<file path="src/rtl/dso_dm_pkg.sv">
// Shared DataMover definitions for the DSO capture (S2MM) and readback (MM2S) paths:
// reader FSM states, command/status field positions and error codes.
package dso_dm_pkg;

  typedef enum logic [2:0] {
    ST_IDLE,
    ST_WAIT,
    ST_CMD,
    ST_XFER,
    ST_STS,
    ST_ERROR
  } dm_state_e;

  localparam int unsigned DM_CMD_W      = 72;
  localparam int unsigned CMD_BTT_LSB   = 0;
  localparam int unsigned CMD_BTT_W     = 23;
  localparam int unsigned CMD_TYPE_BIT  = 23;
  localparam int unsigned CMD_EOF_BIT   = 30;
  localparam int unsigned CMD_ADDR_LSB  = 32;
  localparam int unsigned CMD_ADDR_W    = 32;
  localparam int unsigned CMD_TAG_LSB   = 64;
  localparam int unsigned CMD_TAG_W     = 4;

  localparam int unsigned STS_TAG_LSB    = 0;
  localparam int unsigned STS_TAG_W      = 4;
  localparam int unsigned STS_INTERR_BIT = 4;
  localparam int unsigned STS_DECERR_BIT = 5;
  localparam int unsigned STS_SLVERR_BIT = 6;
  localparam int unsigned STS_OKAY_BIT   = 7;

  localparam logic [2:0] ERR_NONE = 3'd0;
  localparam logic [2:0] ERR_SLV  = 3'd1;
  localparam logic [2:0] ERR_LEN  = 3'd2;
  localparam logic [2:0] ERR_TAG  = 3'd3;

endpackage

</file>
<file path="src/rtl/dm_cmd_pack.sv">
// Forms a 72-bit DataMover command word (INCR burst, DSA/DRR/reserved zero).
// Shared by the S2MM writer and the MM2S reader.
module dm_cmd_pack
  import dso_dm_pkg::*;
(
  input  logic [31:0]         addr_i,
  input  logic [22:0]         btt_i,
  input  logic [3:0]          tag_i,
  input  logic                eof_i,
  output logic [DM_CMD_W-1:0] cmd_o
);

  always_comb begin
    cmd_o = '0;
    cmd_o[CMD_BTT_LSB +: CMD_BTT_W]   = btt_i;
    cmd_o[CMD_TYPE_BIT]               = 1'b1;
    cmd_o[CMD_EOF_BIT]                = eof_i;
    cmd_o[CMD_ADDR_LSB +: CMD_ADDR_W] = addr_i;
    cmd_o[CMD_TAG_LSB +: CMD_TAG_W]   = tag_i;
  end

endmodule

</file>
<file path="src/rtl/dm_mm2s_reader.sv">
// MM2S ring-buffer reader: issues DataMover read commands behind the writer pointer,
// passes data through, checks status. Define DM_READER_TAG_CHECK_EN to verify status tags.
module dm_mm2s_reader
  import dso_dm_pkg::*;
#(
  parameter logic [31:0] BUF_BASE = 32'h0000_0000,
  parameter logic [31:0] BUF_SIZE = 32'h0010_0000,
  parameter int unsigned BTT      = 4096
) (
  input  logic                axi_aclk,
  input  logic                axi_aresetn,
  input  logic                start,
  input  logic                stop,
  input  logic [31:0]         wr_ptr,
  output logic                m_axis_cmd_tvalid,
  input  logic                m_axis_cmd_tready,
  output logic [DM_CMD_W-1:0] m_axis_cmd_tdata,
  input  logic                s_axis_data_tvalid,
  output logic                s_axis_data_tready,
  input  logic [127:0]        s_axis_data_tdata,
  input  logic                s_axis_data_tlast,
  input  logic                s_axis_sts_tvalid,
  output logic                s_axis_sts_tready,
  input  logic [7:0]          s_axis_sts_tdata,
  output logic                m_axis_tvalid,
  input  logic                m_axis_tready,
  output logic [127:0]        m_axis_tdata,
  output logic                m_axis_tlast,
  output logic [31:0]         rd_ptr,
  output logic                busy,
  output logic                err,
  output logic [2:0]          err_code
);

  localparam logic [31:0]    MASK      = BUF_SIZE - 32'd1;
  localparam int unsigned    NBEATS    = BTT / 16;
  localparam int unsigned    CW        = $clog2(NBEATS + 1);
  localparam logic [CW-1:0]  LAST_BEAT = CW'(NBEATS - 1);
  localparam logic [CW-1:0]  OVER_BEAT = CW'(NBEATS);

  dm_state_e     state_q;
  logic [31:0]   rd_ptr_q, rd_ptr_d, avail;
  logic [3:0]    tag_q;
  logic [CW-1:0] cnt_q;
  logic          stop_q, cmd_valid_q, xfer_q, sts_ready_q, busy_q, err_q;
  logic [2:0]    err_code_q;
  logic          beat, len_bad, sts_bad;
  logic [2:0]    sts_code;

  assign avail    = (wr_ptr - rd_ptr_q) & MASK;
  assign rd_ptr_d = (rd_ptr_q + 32'(BTT)) & MASK;
  assign beat     = xfer_q & s_axis_data_tvalid & m_axis_tready;
  // A beat past the expected count is an error even if it carries tlast.
  assign len_bad  = (cnt_q == OVER_BEAT) | (s_axis_data_tlast & (cnt_q != LAST_BEAT));

  always_comb begin
    sts_bad  = 1'b0;
    sts_code = ERR_NONE;
    if (s_axis_sts_tdata[STS_INTERR_BIT] | s_axis_sts_tdata[STS_DECERR_BIT] |
        s_axis_sts_tdata[STS_SLVERR_BIT] | ~s_axis_sts_tdata[STS_OKAY_BIT]) begin
      sts_bad  = 1'b1;
      sts_code = ERR_SLV;
    end
`ifdef DM_READER_TAG_CHECK_EN
    else if (s_axis_sts_tdata[STS_TAG_LSB +: STS_TAG_W] != tag_q) begin
      sts_bad  = 1'b1;
      sts_code = ERR_TAG;
    end
`endif
  end

`ifndef DM_READER_TAG_CHECK_EN
  logic unused_sts_tag;
  assign unused_sts_tag = ^s_axis_sts_tdata[STS_TAG_LSB +: STS_TAG_W];
`endif

  dm_cmd_pack u_cmd_pack (
    .addr_i (BUF_BASE + rd_ptr_q),
    .btt_i  (23'(BTT)),
    .tag_i  (tag_q),
    .eof_i  (1'b1),
    .cmd_o  (m_axis_cmd_tdata)
  );

  always_ff @(posedge axi_aclk or negedge axi_aresetn) begin
    if (!axi_aresetn) begin
      state_q     <= ST_IDLE;
      rd_ptr_q    <= '0;
      tag_q       <= '0;
      cnt_q       <= '0;
      stop_q      <= 1'b0;
      cmd_valid_q <= 1'b0;
      xfer_q      <= 1'b0;
      sts_ready_q <= 1'b0;
      busy_q      <= 1'b0;
      err_q       <= 1'b0;
      err_code_q  <= ERR_NONE;
    end else begin
      if (stop && state_q != ST_IDLE) stop_q <= 1'b1;
      unique case (state_q)
        ST_IDLE, ST_ERROR: begin
          if (start) begin
            state_q    <= ST_WAIT;
            rd_ptr_q   <= '0;
            tag_q      <= '0;
            err_q      <= 1'b0;
            err_code_q <= ERR_NONE;
            stop_q     <= 1'b0;
            busy_q     <= 1'b1;
          end else if (state_q == ST_ERROR && stop) begin
            state_q <= ST_IDLE;
            stop_q  <= 1'b0;
          end
        end
        ST_WAIT: begin
          if (stop_q || stop) begin
            state_q <= ST_IDLE;
            stop_q  <= 1'b0;
            busy_q  <= 1'b0;
          end else if (avail >= 32'(BTT)) begin
            state_q     <= ST_CMD;
            cmd_valid_q <= 1'b1;
          end
        end
        ST_CMD: begin
          if (m_axis_cmd_tready) begin
            state_q     <= ST_XFER;
            cmd_valid_q <= 1'b0;
            xfer_q      <= 1'b1;
            cnt_q       <= '0;
          end
        end
        ST_XFER: begin
          if (beat) begin
            if (len_bad) begin
              state_q    <= ST_ERROR;
              xfer_q     <= 1'b0;
              busy_q     <= 1'b0;
              err_q      <= 1'b1;
              err_code_q <= ERR_LEN;
            end else if (s_axis_data_tlast) begin
              state_q     <= ST_STS;
              xfer_q      <= 1'b0;
              sts_ready_q <= 1'b1;
            end else begin
              cnt_q <= cnt_q + 1'b1;
            end
          end
        end
        ST_STS: begin
          if (s_axis_sts_tvalid) begin
            sts_ready_q <= 1'b0;
            if (sts_bad) begin
              state_q    <= ST_ERROR;
              busy_q     <= 1'b0;
              err_q      <= 1'b1;
              err_code_q <= sts_code;
            end else begin
              state_q  <= ST_WAIT;
              rd_ptr_q <= rd_ptr_d;
              tag_q    <= tag_q + 4'd1;
            end
          end
        end
        default: state_q <= ST_IDLE;
      endcase
    end
  end

  assign m_axis_cmd_tvalid  = cmd_valid_q;
  assign s_axis_data_tready = xfer_q & m_axis_tready;
  assign m_axis_tvalid      = xfer_q & s_axis_data_tvalid;
  assign m_axis_tdata       = s_axis_data_tdata;
  assign m_axis_tlast       = xfer_q & s_axis_data_tlast;
  assign s_axis_sts_tready  = sts_ready_q;
  assign rd_ptr             = rd_ptr_q;
  assign busy               = busy_q;
  assign err                = err_q;
  assign err_code           = err_code_q;

endmodule

</file>
<file path="config.mk">
export PLATFORM = sky130hd
export DESIGN_NAME = dm_mm2s_reader
export DESIGN_NICKNAME = d
export VERILOG_FILES = /design/src/rtl/dso_dm_pkg.sv /design/src/rtl/dm_cmd_pack.sv /design/src/rtl/dm_mm2s_reader.sv
export SDC_FILE = /design/constraint.sdc
export NUM_CORES = 1
export LEC_CHECK = 0
export CAP_MARGIN = 30
export CORE_AREA = 2 2 164 166
export CTS_CLUSTER_DIAMETER = 60
export DETAILED_ROUTE_END_ITERATION = 10
export DIE_AREA = 0 0 166 168
export DONT_BUFFER_PORTS = 1
export HOLD_SLACK_MARGIN = 0.03
export PLACE_DENSITY = 0.3
export SLEW_MARGIN = 20
export SYNTH_ARGS = -nofsm -noshare
export SYNTH_HDL_FRONTEND = slang
export SYNTH_SLANG_ARGS = --single-unit
</file>
<file path="constraint.sdc">
create_clock -name axi_aclk -period 4.01 [get_ports axi_aclk]
set_input_delay 0.6015 -clock axi_aclk [delete_from_list [all_inputs] [get_ports axi_aclk]]
set_output_delay 0.6015 -clock axi_aclk [all_outputs]
set_load 0.01 [all_outputs]
</file>
==> out/qor.csv, run 1 <==
metric;value;unit
ys flop type;dfrtp_1;
Synth Warn #;0;
CP top delay family;compound AO/OA/AOI/OAI gates;
# diodes;0;
fin crit period;2.78;ns
Final Non-Filler Cells;678;
Worst Path Buf+Inv;1;
1st-iter DRT viols;128;
slowest CP cell;dfrtp_1;
register area;801;µm²
clock root cell;clkbuf_16;
FF+latch count, synth;32;
RSZ-0062 raised after global routing;no;
Slew Limit Fails;0;
nets;527;
Worst Path Arrival;2.94;ns
clk sinks;32;
starting density of the core;14.7;%
mapped cell area;3870;µm²
Setup Skew;0.00346;ns
dpl cells;670;
area occupied by multi-input gates;1610;µm²
Core Area;26400;µm²
crit path launch type;register;
total power per unit cell area;423;nW/µm²
setup bufs post-CTS;0;
first-pass GRT wire length;12.1;mm
post-synth top area share;43.6;%
Crit Path Max Fanout;6;
status;finished, final reports clean;
Port Buffer Count;0;
CTS Buffer Depth;2;
fmax;360;MHz
post-synth cell types;50;
top cells by count, synth;buf_4 (225), dfrtp_1 (32), nor2_1 (27);
num ports;419;
PnR worst setup slack;1.23;ns
grt ovf;0;
Slew HR;60.9;%
max-cap violation count;0;
top-count cell post-synth;buf_4;
DIE HEIGHT;168;µm
Synth area leaders;buf_4 (44%), dfrtp_1 (21%), ha_1 (4.2%), nor2_1 (2.6%), xor2_1 (2.0%);
share of cells above drive strength 1;7.12;%
Avg Inst Size Synth;8.22;µm²
Worst-path clk slew;0.05;ns
area delta synth->final;-19.9;%
Post-synth ARST share;100;%
Cell Chain, Critical Path;inv_1 -> ha_1 -> o21ai_0 -> a211oi_1 -> mux2_2 -> o2111ai_1 -> nor3_4 -> o32a_2;
Crit Path Category;reg -> reg;
cell accounting for the most synthesized area;buf_4;
TritonCTS clock tree;yes;
total number of placement rows;60;
drt first pass iters;4;
via count;2195;
PostCTS Resize Cnt;0;
filler instances;3037;
worst-skew pair later-pin latency;0.28;ns
DP Wirelength;6.86;mm
Setup violations, final;0;
die area;27900;µm²
Slew @ Worst Pin;0.587;ns
worst hold path class;in -> async;
drt via density;3.24;
CP Capture Type;register;
Die X;166;µm
setup slack at placement;1.26;ns
maximum vdd drop;0.174;mV
Placement Cell Area;2930;µm²
number of antenna violations at the first check in global routing;0;
post-route setup TNS;0;ns
clock buffer count from CTS;5;
required time of the critical path;4.17;ns
GP Congestion;0.835;
Gate Count Post-Synth;471;
number of global-route vias before repair;2024;
post-synthesis sequential area ratio;20.7;%
design area;3100;µm²
# DRC;0;
total track usage;5.66;%
Routed WL;8.39;mm
DR WL/cell;12.4;µm
H-Tree Depth;2;
largest net degree at the start of global routing;33;
Max stage delay on crit path;0.51;ns
Post-synth EDFFs;0;
LEAKAGE;1.37;nW
ANT nets after route;0;
Fin. Hold Viols;0;
Tcrit/Tclk final;69.2;%
-- worst paths after layout --
check	from	end	slack, ns	cells after the start
worst max-delay path	rd_ptr[13]	state_q[0]	1.23	8
worst min-delay path	axi_aresetn	cnt_q[0]	0.16	1
worst max register to register	rd_ptr[13]	state_q[0]	1.23	8
worst min register to register	cnt_q[0]	cnt_q[0]	0.52	1
max in group asynchronous	axi_aresetn	rd_ptr[13]	3.67	1
min in group axi_aclk	s_axis_sts_tvalid	s_axis_sts_tready	0.41	1
-- through the flow --
step	power, W	utilization (%)	hold WS, ns
final	0.00131	11.8	0.157
after global placement	0.000921	11.1	0.307
after CTS	0.00135	11.8	0.157
after global routing	0.00142	11.8	0.167
after floorplan	0.00101	-	0.306
after detailed placement	0.000919	11.1	0.307
-- layout by cell type, fill, tap and decap left out, types with 3 or more instances in the layout --
cell / netlist / layout
a211o_1: 3 / 3
a211oi_1: 6 / 6
a21oi_1: 12 / 12
a31oi_1: 3 / 3
and2_1: 4 / 4
and3_1: 8 / 8
clkbuf_16: 0 / 5
conb_1: 2 / 86
dfrtp_1: 32 / 32
ha_1: 13 / 13
inv_1: 19 / 19
mux2_2: 4 / 4
nand2_1: 20 / 20
nand2b_1: 4 / 4
nand3_1: 10 / 10
nand4_1: 7 / 7
nor2_1: 27 / 27
nor3_1: 3 / 3
o21ai_0: 10 / 10
o21ai_1: 3 / 3
o22a_1: 3 / 3
o31ai_1: 3 / 3
xnor2_1: 8 / 8
xor2_1: 9 / 9
-- kinds of logic after synthesis --
kind of cell    Yosys count  share of synthesized area (%)
buf+inv                 248                           45.9
xor+xnor                 17                           3.84
simple gates            100                           14.7
fa+ha+maj                13                           4.20
compound gates           55                           9.33
mux                       4                           1.16
other cells               2                          0.194
flops                    32                           20.7
-- layer usage --
metal	wire [µm]	vias up	global-route usage, %
met3	978	60	3.13
met4	314	0	2.72
met5	0	-	0
met2	3910	141	8.71
met1	3190	1018	6.37
li1	-	976	-
-- registers in the layout, summed over array words and instances, names as in the netlist, 2 cells and up --
register	cells
err_code	2
rd_ptr	8
state_q	3
tag_q	4
cnt_q	9
-- layout make-up --
| cell class | instances | share of cell area, % |
|---|---|---|
| multi-input cells | 275 | 52.0 |
| flip-flops and latches | 32 | 25.8 |
| well taps | 341 | 13.8 |
| clock buffers | 7 | 4.92 |
| inverters | 20 | 2.42 |
| repair buffers | 3 | 1.13 |
-- power breakdown --
part,switching (W),total (W),internal (W)
clock network,0.000140,0.000400,0.000260
registers,0.000104,0.000485,0.000380
logic,0.000269,0.000427,0.000157
total,0.000514,0.00131,0.000798
-- repair_timing --
| action | 4_1_cts | 5_1_grt |
|---|---|---|
| endpoints found under the setup margin | 0 | 0 |
| endpoints found under the hold margin | 32 | 0 |
| hold buffers | 1 | 0 |
No activity file was read; power rests on OpenSTA's default activity.
==> run 2: changes to the inputs <==
==> constraint.sdc (replaced) <==
create_clock -name axi_aclk -period 2.3 [get_ports axi_aclk]
set_input_delay 0.345 -clock axi_aclk [delete_from_list [all_inputs] [get_ports axi_aclk]]
set_output_delay 0.345 -clock axi_aclk [all_outputs]
set_load 0.01 [all_outputs]
==> run 2 against run 1 <==
Sequential share of layout area fell by 2.9 points. Via count is 6.5% higher. Routed wire length rose by 4.8%. Global-route usage is 0.21 points higher. Sequential power grew 72%. Cell count is 5.3% higher. Clock power up 110%. Maximum frequency increased by 25%. Setup slack got worse by 1.2 ns. Power is 94% higher. Combinational power is 110% higher. Worst hold slack lost 0.00059 ns. Largest power group is now combinational logic.
==> out/qor.csv, run 2 (same netlist as run 1, synthesis figures left out) <==
metric;value;unit
most frequent cells in the layout;conb_1 (86), buf_4 (34), dfrtp_1 (32);
Setup Skew;0.00569;ns
total number of placement rows;60;
drt first pass iters;4;
GP Congestion;0.861;
total power per unit cell area;728;nW/µm²
CP Capture Type;register;
filler instances;3015;
DP Wirelength;7.16;mm
design area;3500;µm²
Cell Chain, Critical Path;inv_2 -> ha_4 -> buf_6 -> nand4_1 -> a31oi_2 -> or3_1 -> a211o_4 -> nor3_4 -> o21ai_1 -> o31ai_1;
Port Buffer Count;0;
# DRC;0;
worst hold path class;in -> reg;
total track usage;5.88;%
area delta synth->final;-9.72;%
Placement Cell Area;3160;µm²
CTS Buffer Depth;2;
maximum vdd drop;0.288;mV
LEAKAGE;1.58;nW
TritonCTS clock tree;yes;
Setup violations, final;0;
DR WL/cell;12.3;µm
CP top delay family;simple AND/OR/NAND/NOR gates;
num ports;419;
starting density of the core;14.7;%
# diodes;0;
most common cell after layout, fill and taps aside;conb_1;
via count;2338;
crit path launch type;register;
status;finished, final reports clean;
1st-iter DRT viols;58;
Die X;166;µm
PnR Total Power;0.00255;W
clock root cell;clkbuf_16;
required time of the critical path;2.49;ns
first-pass GRT wire length;12.7;mm
Tcrit/Tclk final;96.5;%
DIE HEIGHT;168;µm
grt ovf;0;
slowest CP cell;or3_1;
Worst-path clk slew;0.06;ns
number of antenna violations at the first check in global routing;0;
Fin. Hold Viols;0;
Worst Path Buf+Inv;2;
max reg flops;9;
number of global-route vias before repair;2224;
clk sinks;32;
die area;27900;µm²
RSZ-0062 raised after global routing;yes;
post-route setup TNS;0;ns
worst-skew pair later-pin latency;0.28;ns
fin crit period;2.22;ns
largest net degree at the start of global routing;33;
Max stage delay on crit path;0.41;ns
fmax;450;MHz
Worst Path Arrival;2.41;ns
Routed WL;8.80;mm
ANT nets after route;0;
Core Area;26400;µm²
Slew Limit Fails;0;
area occupied by multi-input gates;1700;µm²
share of cells above drive strength 1;19.6;%
Hold Slack;0.157;ns
Crit Path Max Fanout;3;
nets;562;
max-cap violation count;0;
drt via density;3.27;
H-Tree Depth;2;
clock buffer count from CTS;5;
register area;801;µm²
Crit Path Category;reg -> reg;
Largest Register;cnt_q;
-- run 2: final cells by class --
type	instances	share of cell area (%)
clock buffer	7	4.36
clock inverter	1	0.859
inverter	20	2.15
multi-input combinational	275	48.7
sequential	32	22.9
tap	341	12.2
timing repair buffer	38	8.80
-- run 2: timing repair --
action,4_1_cts,5_1_grt
endpoints found under the hold margin,32,0
endpoints found under the setup margin,4,11
resized for setup,2,18
hold buffers,2,0
pin swaps,1,9
buffers inserted,0,3
gates cloned,0,0
-- run 2: final timing paths --
path | startpoint | endpoint | slack [ns] | cells after the start
min in group asynchronous | axi_aresetn | cnt_q[6] | 0.53 | 2
max in group asynchronous | axi_aresetn | stop_q | 1.58 | 2
hold / removal | s_axis_sts_tvalid | s_axis_sts_tready | 0.16 | 1
hold reg to reg | cnt_q[0] | cnt_q[0] | 0.52 | 1
setup / recovery | rd_ptr[13] | state_q[2] | 0.08 | 10
setup reg to reg | rd_ptr[13] | state_q[2] | 0.08 | 10
-- run 2: per-stage QoR --
step | util [%] | worst slack [ns] | cells
floorplan | - | 0.0232 | 555
global route | 13.3 | -0.0247 | 714
global placement | 12.0 | -0.0261 | 701
detailed placement | 12.0 | -0.0513 | 701
CTS | 12.8 | -0.0214 | 711
finish | 13.3 | 0.0798 | 714
-- run 2: report_power, final --
| group | total [W] | internal (W) | leakage (nW) | switching [W] |
|---|---|---|---|---|
| Clock | 0.000829 | 0.000571 | 0.0901 | 0.000259 |
| Combinational | 0.000884 | 0.000372 | 1.06 | 0.000513 |
| Sequential | 0.000834 | 0.000663 | 0.427 | 0.000171 |
-- run 2: routing by layer --
metal	vias to the layer above	global-route usage (%)	routed length, µm
met2	131	9.22	4090
met5	-	0	0
li1	1054	-	-
met4	0	2.76	342
met1	1089	6.46	3410
met3	64	3.29	957
==> run 3: changes to the inputs <==
--- a/config.mk
+++ b/config.mk
@@ -13,6 +13,7 @@
 export DONT_BUFFER_PORTS = 1
 export HOLD_SLACK_MARGIN = 0.03
 export PLACE_DENSITY = 0.3
+export REMOVE_ABC_BUFFERS = 1
 export SLEW_MARGIN = 20
 export SYNTH_ARGS = -nofsm -noshare
 export SYNTH_HDL_FRONTEND = slang
==> run 3 against run 2 <==
Sequential share of layout area rose by 0.67 points. Clock skew fell by 0.0015 ns. Worst hold slack got worse by 0.0089 ns. Utilization fell by 0.38 points. Non-clock buffer count fell by 3. Global-route usage rose by 15 points. Register-to-register slack improved by 0.02 ns. Final area fell by 2.8%. Die area did not move. Maximum frequency rose by 1.1%. Cell count fell by 0.42%. Critical endpoint is now state_q[0]. Largest cell class unchanged.
==> out/qor.csv, run 3 (same netlist as run 1, synthesis figures left out) <==
metric;value;unit
status;finished, final reports clean;
Core Area;26400;µm²
total power per unit cell area;706;nW/µm²
nets;559;
TritonCTS clock tree;yes;
Setup violations, final;0;
setup slack at placement;-0.0586;ns
slowest CP cell;mux2_2;
DP Wirelength;28.7;mm
H-Tree Depth;2;
GP Congestion;0.864;
num ports;419;
number of global-route vias before repair;2297;
Worst Path Arrival;2.36;ns
first-pass GRT wire length;35.6;mm
ANT nets after route;0;
area delta synth->final;-12.3;%
Worst Path Buf+Inv;1;
largest net degree at the start of global routing;33;
filler instances;3031;
Cell Chain, Critical Path;inv_2 -> ha_2 -> o21ai_1 -> a211oi_2 -> mux2_2 -> o2111ai_4 -> nor3_4 -> o32a_2;
GR peak layer;met2;
Crit Path Max Fanout;3;
Hold Slack;0.148;ns
maximum vdd drop;0.278;mV
worst-skew pair later-pin latency;0.28;ns
grt ovf;0;
Worst-path clk slew;0.06;ns
Largest Register;cnt_q;
DR WL/cell;43.0;µm
CTS Buffer Depth;2;
Slew Limit Fails;0;
r2r setup slk;0.10;ns
worst hold path class;in -> reg;
clock buffer count from CTS;5;
share of cells above drive strength 1;18.9;%
clock root cell;clkbuf_16;
# diodes;0;
Max stage delay on crit path;0.39;ns
PnR worst setup slack;0.105;ns
Port Buffer Count;0;
die area;27900;µm²
clk sinks;32;
Placement Cell Area;3150;µm²
starting density of the core;14.7;%
Crit Path Category;reg -> reg;
Die X;166;µm
Routed WL;30.6;mm
Fin. Hold Viols;0;
required time of the critical path;2.47;ns
RSZ-0062 raised after global routing;no;
total number of placement rows;60;
DIE HEIGHT;168;µm
PnR Total Power;0.00240;W
number of antenna violations at the first check in global routing;0;
total track usage;21.2;%
crit path launch type;register;
drt via density;3.67;
most frequent cells in the layout;conb_1 (86), buf_4 (33), dfrtp_1 (32);
final design utilization;12.9;%
most common cell after layout, fill and taps aside;conb_1;
CP top delay family;compound AO/OA/AOI/OAI gates;
# DRC;0;
GR Util met1;9.53;%
Tcrit/Tclk final;95.5;%
drt first pass iters;5;
via count;2607;
Setup Skew;0.00414;ns
CP Capture Type;register;
met2 Usage GRT;36.4;%
max reg flops;9;
fmax;455;MHz
design area;3400;µm²
fin crit period;2.20;ns
met3 Track Usage GR;34.4;%
LEAKAGE;1.53;nW
max-cap violation count;0;
1st-iter DRT viols;89;
-- run 3: cell count changes in the layout (fill, tap and decap cells not counted), moves of 2 or more --
| cell | previous run | this run |
|---|---|---|
| buf_6 | 2 | 0 |
| inv_1 | 17 | 13 |
| inv_2 | 3 | 7 |
| ha_4 | 3 | 1 |
| ha_2 | 0 | 3 |
| clkbuf_1 | 0 | 2 |
-- run 3: timing repair --
item / CTS / global route
pin swaps: 1 / 3
buffers inserted: 0 / 1
hold buffers: 2 / 0
endpoints found under the setup margin: 3 / 7
gates cloned: 0 / 0
gates resized for setup: 6 / 14
endpoints found under the hold margin: 32 / 0
-- run 3: worst register-to-register path: stages, from the launching register on --
cell	delay (ns)
dfrtp_1	0.37
inv_2	0.08
ha_2	0.35
o21ai_1	0.09
a211oi_2	0.24
mux2_2	0.39
o2111ai_4	0.10
nor3_4	0.08
o32a_2	0.38
-- run 3: path summary, 6_finish.rpt --
check                                        from                 to  depth (start not counted)
worst min register to register           cnt_q[0]           cnt_q[0]                          1
worst min-delay path            s_axis_sts_tvalid  s_axis_sts_tready                          1
worst max-delay path                   rd_ptr[12]         state_q[0]                          8
max in group asynchronous             axi_aresetn             stop_q                          2
worst max register to register         rd_ptr[12]         state_q[0]                          8
min in group asynchronous             axi_aresetn           tag_q[1]                          2
-- run 3: layout make-up --
cell class                 count  area [µm²]  share of cell area [%]
multi-input combinational    275        1670                    49.2
sequential                    32         801                    23.6
tap                          341         427                    12.6
timing repair buffer          35         278                    8.17
clock buffer                   8         146                    4.31
inverter                      20        75.1                    2.21
-- run 3: power by group --
part	switching, W	internal [W]
Sequential	0.000179	0.000663
Combinational	0.000514	0.000347
Clock	0.000264	0.000432
-- run 3: stage by stage --
step,TNS (ns),std cells
2_1_floorplan,-0.0920,327
3_3_place_gp,-0.289,700
3_5_place_dp,-0.142,700
4_1_cts,-0.0112,710
5_1_grt,0,711
6_report,0,711
-- run 3: per-layer routing --
| layer | wire [µm] | up-vias |
|---|---|---|
| met5 | 58 | - |
| met4 | 453 | 2 |
| met3 | 10500 | 17 |
| met2 | 14800 | 420 |
| met1 | 4750 | 1126 |
| li1 | - | 1042 |
